$ cat config.mk
export PLATFORM = sky130hd
export DESIGN_NAME = approx_serial_adder
export DESIGN_NICKNAME = d
export VERILOG_FILES = /design/src/rtl/approx_serial_adder.sv
export SDC_FILE = /design/constraint.sdc
export NUM_CORES = 1
export LEC_CHECK = 0
export CORE_MARGIN = 10
export CORE_UTILIZATION = 49
export DETAILED_ROUTE_END_ITERATION = 8
export PLACE_DENSITY = 0.84
export SYNTH_ARGS = -nofsm -noshare
export SYNTH_HDL_FRONTEND = slang
export SYNTH_SLANG_ARGS = --single-unit
$ cat constraint.sdc
create_clock -name clk -period 1.8 [get_ports clk]
set_input_delay 0.27 -clock clk [delete_from_list [all_inputs] [get_ports clk]]
set_output_delay 0.27 -clock clk [all_outputs]
set_load 0.02 [all_outputs]
$ cat src/rtl/approx_serial_adder.sv
// Bit-serial LSB-first adder: OR approximation on the low APPROX_BITS positions, exact
// ripple with a registered carry above, plus an exact reference sum for error flagging.
module approx_serial_adder #(
   parameter int unsigned WIDTH       = 8,
   parameter int unsigned APPROX_BITS = 4
) (
   input  logic             clk,
   input  logic             rst,
   input  logic             in_valid,
   output logic             in_ready,
   input  logic [WIDTH-1:0] a,
   input  logic [WIDTH-1:0] b,
   input  logic             cin,
   output logic             out_valid,
   input  logic             out_ready,
   output logic [WIDTH-1:0] sum,
   output logic             cout,
   output logic             err,
   output logic             busy
);

   localparam int unsigned CW = (WIDTH > 1) ? $clog2(WIDTH) : 1;
   localparam int unsigned SW = WIDTH + 1;

   typedef enum logic [1:0] {IDLE, RUN, DONE} state_t;

   state_t           state, state_next;
   logic [WIDTH-1:0] a_sh, b_sh, res, res_next;
   logic [SW-1:0]    exact;
   logic [CW-1:0]    cnt;
   logic             carry, carry_next, sum_bit, approx_bit;
   logic             accept, step, last_bit, done_ack;

   assign in_ready = (state == IDLE) & ~rst;
   assign busy     = (state != IDLE);

   // State register
   always_ff @(posedge clk) begin
      if (rst) state <= IDLE;
      else     state <= state_next;
   end

   // Next-state and control decode
   always_comb begin
      state_next = state;
      accept     = 1'b0;
      step       = 1'b0;
      last_bit   = 1'b0;
      done_ack   = 1'b0;
      case (state)
         IDLE: begin
            if (in_valid) begin
               accept     = 1'b1;
               state_next = RUN;
            end
         end
         RUN: begin
            step = 1'b1;
            if (cnt == CW'(WIDTH - 1)) begin
               last_bit   = 1'b1;
               state_next = DONE;
            end
         end
         DONE: begin
            if (out_valid & out_ready) begin
               done_ack   = 1'b1;
               state_next = IDLE;
            end
         end
         default: state_next = IDLE;
      endcase
   end

   // One-bit cell: OR/AND below the approximation boundary, full add above it
   always_comb begin
      approx_bit = (32'(cnt) < APPROX_BITS);
      if (approx_bit) begin
         sum_bit    = a_sh[0] | b_sh[0];
         carry_next = a_sh[0] & b_sh[0];
      end else begin
         sum_bit    = a_sh[0] ^ b_sh[0] ^ carry;
         carry_next = (a_sh[0] & b_sh[0]) | (a_sh[0] & carry) | (b_sh[0] & carry);
      end
      res_next = {sum_bit, res[WIDTH-1:1]};
   end

   // Serial datapath and result registers
   always_ff @(posedge clk) begin
      if (rst) begin
         a_sh      <= '0;
         b_sh      <= '0;
         res       <= '0;
         exact     <= '0;
         cnt       <= '0;
         carry     <= 1'b0;
         sum       <= '0;
         cout      <= 1'b0;
         err       <= 1'b0;
         out_valid <= 1'b0;
      end else begin
         if (accept) begin
            a_sh  <= a;
            b_sh  <= b;
            exact <= SW'(a) + SW'(b) + SW'(cin);
            cnt   <= '0;
            carry <= (APPROX_BITS == 0) ? cin : 1'b0;
         end
         if (step) begin
            a_sh  <= a_sh >> 1;
            b_sh  <= b_sh >> 1;
            res   <= res_next;
            carry <= carry_next;
            cnt   <= cnt + CW'(1);
         end
         if (last_bit) begin
            sum       <= res_next;
            cout      <= carry_next;
            err       <= ({carry_next, res_next} != exact);
            out_valid <= 1'b1;
         end
         if (done_ack) out_valid <= 1'b0;
      end
   end

endmodule

==> results of run 1 <==
## final timing paths
path	slack, ps	cells past startpoint	endpoint	startpoint
setup reg to reg	200	4	err$_SDFFE_PP0P_	a_sh[0]$_SDFFE_PP0P_
hold reg to reg	460	2	sum[2]$_SDFFE_PP0P_	sum[2]$_SDFFE_PP0P_
hold / removal	410	3	a_sh[0]$_SDFFE_PP0P_	a[0]
setup / recovery	40	7	exact[8]$_SDFFE_PP0P_	cin
## routing by layer
| metal | track usage [%] | wire (um) |
|---|---|---|
| met5 | 0 | 0 |
| met4 | 4.77 | 69 |
| met3 | 3.19 | 291 |
| met2 | 27.4 | 2870 |
| met1 | 17.2 | 2530 |
## repair_timing
| action | in CTS | in global routing |
|---|---|---|
| resized for setup | 5 | 2 |
| endpoints found under the setup margin | 6 | 2 |
| pin swaps | 8 | 1 |
| hold endpoints to repair | 0 | 0 |
| setup buffers | 2 | 0 |
## power groups by stage
stage	Clock (mW)	Combinational, mW	Sequential, mW
2_1_floorplan	0	0.261	1.19
3_3_place_gp	0	0.418	1.20
3_5_place_dp	0	0.433	1.20
4_1_cts	0.666	0.441	1.18
5_1_grt	0.716	0.493	1.19
6_report	0.657	0.447	1.18
## sequential cells by signal, indices dropped and copies added, names as in the netlist, 2 cells and up
register	flops
a_sh	8
res	7
b_sh	8
state	2
sum	8
cnt	3
exact	9
## layout by cell type, fill, tap and decap left out, drive strengths merged, types with 8 or more instances in the layout
cell | Yosys | layout
nand3 | 11 | 11
nand2 | 66 | 66
ha | 11 | 11
nor2 | 25 | 25
xnor2 | 8 | 8
a21oi | 27 | 27
a311oi | 14 | 14
buf | 8 | 25
clkdlybuf4s50 | 0 | 28
dfxtp | 49 | 49
## critical path: cells and delay by family
family	cells	cell delay [ps]
buf+inv	1	250
compound gates	4	670
fa+ha+maj	2	760
## metrics by stage
step	setup TNS, ps	util, %	setup slack, ps	cells
6_report	0	64.1	40.0	389
5_1_grt	-45.8	64.1	-36.9	389
4_1_cts	0	63.9	21.2	389
3_5_place_dp	-2810	61.8	-542	379
3_3_place_gp	-2400	61.8	-484	379
2_1_floorplan	0	-	30.5	287
## logic make-up after synthesis
group | synth area share, %
AND/OR/NAND/NOR | 21.8
AO/OA/AOI/OAI | 18.8
flip-flops | 41.4
buffers and inverters | 3.91
adder cells (fa/ha/maj) | 8.35
XOR/XNOR | 4.44
multiplexers | 1.27
## layout make-up
| class | instances | area (sq um) | area share (%) |
|---|---|---|---|
| repair buffers | 58 | 541 | 18.0 |
| clock inverters | 3 | 21.3 | 0.707 |
| flip-flops and latches | 49 | 981 | 32.6 |
| clock buffers | 5 | 68.8 | 2.29 |
| well taps | 54 | 67.6 | 2.25 |
| multi-input cells | 215 | 1310 | 43.5 |
| inverters | 5 | 18.8 | 0.624 |
==> flow_results.org, run 1 <==
** Status
- The run finished with clean final reports.

** Timing
- The number of slew-limit violations in the final report was 0.
- Headroom to the max-slew limit :: 71.0%
- In the finished design, the share of the clock period the worst path needs comes to 97.8%.
- Worst hold slack across all endpoints :: 412 ps
- Slew at the pin closest to its max-slew limit :: approximately 420 ps
- Across the routed clock network, the largest skew measured is 8.71 ps.
- Number of endpoints with negative hold slack in the final report :: 0
- Maximum clock frequency :: 568 MHz
- The clock period could shrink to 1760 ps.
- Setup violations remaining at the end of the flow were counted as 0.

** Layout
- The final layout contains about 370 nets.
- The number of antenna diodes in the final layout is 0.
- From synthesis to final layout, the design area changed by 26.9%.
- Of the cells placed in the final design, the portion with a size suffix greater than 1 is 11.3%.
- Final instance area :: 3010 sq um
- Filler cell count :: between 400 and 500

** Worst setup path
- Data required time at the worst endpoint :: 2000 ps
- In this design, the stage delay of the slowest critical-path cell is 400 ps.
- Critical Path Source Type :: input port
- Worst Path Class, Setup :: in -> reg
- Slowest library cell on the worst path :: sky130_fd_sc_hd__fa_2
- The most numerous cell type found on the critical path is sky130_fd_sc_hd__fa_2.
- For the worst setup path, the data arrival time is approximately 2000 ps.
- Along the worst path, the maximum fanout reaches 2.
- Element type at the critical path end :: register
- Ordered cell list for the critical path :: dlygate4sd2_1 -> fa_2 -> fa_2 -> a21oi_2 -> o211ai_1 -> a211oi_2 -> o41ai_1

** Drt
- Vias per cell :: around 5.6
- DRT Pass-1 Iters :: 4
- Detailed-route wire length per cell :: 14.8 um
- Iter 0 DRT Violations :: between 100 and 150
- Total wire length :: about 5.8 mm
- Via count of the routed design :: between 2000 and 2500
- Antenna Violating Nets Remaining :: 0
- DRC violation count after routing :: 0

** Yosys
- For this run, the number of Yosys warnings is 0.
- Counting distinct cell types in the post-synthesis netlist gives 41.
- The synthesized design devotes to its leading area cell type 41.4% of total area.
- Synthesis produced 287 cells.
- Synthesis-stage register bit count :: a little under 50
- Among all cell types in the netlist, the one instantiated most often is sky130_fd_sc_hd__nand2_1.
- Netlist area before placement :: 2370 sq um
- The commonest cells after synthesis are 66 x sky130_fd_sc_hd__nand2_1, 49 x sky130_fd_sc_hd__dfxtp_1, 27 x sky130_fd_sc_hd__a21oi_1, 25 x sky130_fd_sc_hd__nor2_1, 14 x sky130_fd_sc_hd__a311oi_1.
- Most frequently used flop master after synthesis :: sky130_fd_sc_hd__dfxtp_1
- Of all flip-flops after synthesis, the portion carrying an async set or reset was 0%.
- Leading cell types by total area after synthesis :: sky130_fd_sc_hd__dfxtp_1 41%, sky130_fd_sc_hd__nand2_1 10%, sky130_fd_sc_hd__ha_1 5.8%, sky130_fd_sc_hd__a21oi_1 5.7%, sky130_fd_sc_hd__a311oi_1 5.2%
- Average size of a mapped cell :: 8.25 sq um
- In this run, synthesis inferred 0 flip-flops with an integrated enable.
- The number of nets in the synthesized netlist is 322.
- The synthesized design spends more area on one cell type than any other, namely sky130_fd_sc_hd__dfxtp_1.
- Of the synthesized area, sequential elements account for 41.4%.

** Die
- Placeable Area :: 4690 sq um
- 34 I/O pins were placed.
- The initial utilization of the core area, before any placement, comes to 50.5%.
- Row cnt :: 25
- The die is 89.5 um tall.
- Die area :: 8010 sq um
- The floorplan step set the die width to between 80 and 90 um.

** Power and ir drop
- Net switching is 28.5% of the power.
- The clock network is responsible for 28.8% of the overall power.
- The internal power of the cells totals between 1.5 and 2 mW.
- IR analysis of the VDD net gives a maximum drop of 470 uV.
- Dividing total power by cell area gives a power density of 759 nW/um^2.
- Static Leak :: 1.18 nW
- The share of total power dissipated in sequential elements is 51.7%.
- Post-layout power :: 2.28 mW
- Fraction of power consumed by combinational cells :: 19.6%
- Switch Pwr :: about 650 uW

** Clock tree
- The clock passes through at most 2 buffers.
- Clock slew at the register clock pins of the worst setup and hold paths :: 90 ps
- The later pin in the worst-skew pair is clocked with a latency of 310 ps.
- Hold_buf cts :: 0
- The H-tree was split into 2 levels.
- TritonCTS built the clock tree.
- Num CTS Buffers :: 5
- Clock tree synthesis selected as its root buffer the cell sky130_fd_sc_hd__clkbuf_8.
- The clock drives between 40 and 50 sinks.

** Global routing
- Total congestion overflow :: 0
- Largest net degree at the start of global routing :: 40
- The number of global-route vias before repair is 2151.
- First-pass GRT wire length :: just under 10 mm
- In the global route stage, overall resource usage came out at 15.1%.
- Initial antenna violation count :: 0

** Hold path
- Class of the tightest hold or removal check :: in -> reg

** Placed design
- Routability-driven placement finished with a final weighted congestion of 0.832.
- After detailed placement, the total cell area comes to between 2000 and 3000 sq um.
- DP HPWL :: 4.22 mm
- Number of buffers inserted by port buffering :: 33

** Flow run
- Max-cap violations in this run came to 0.
Note: power is estimated with default switching activity, not from simulation.
==> run 2: changes to the inputs <==
Settings changed: GPL_ROUTABILITY_DRIVEN set to 0.
==> results of run 2 <==
No change in the layout: final DEF, timing and power equal those of run 1.
==> run 3: changes to the inputs <==
Settings changed: CAP_MARGIN set to 15.
==> results of run 3 <==
No change in the layout: final DEF, timing and power equal those of run 1.
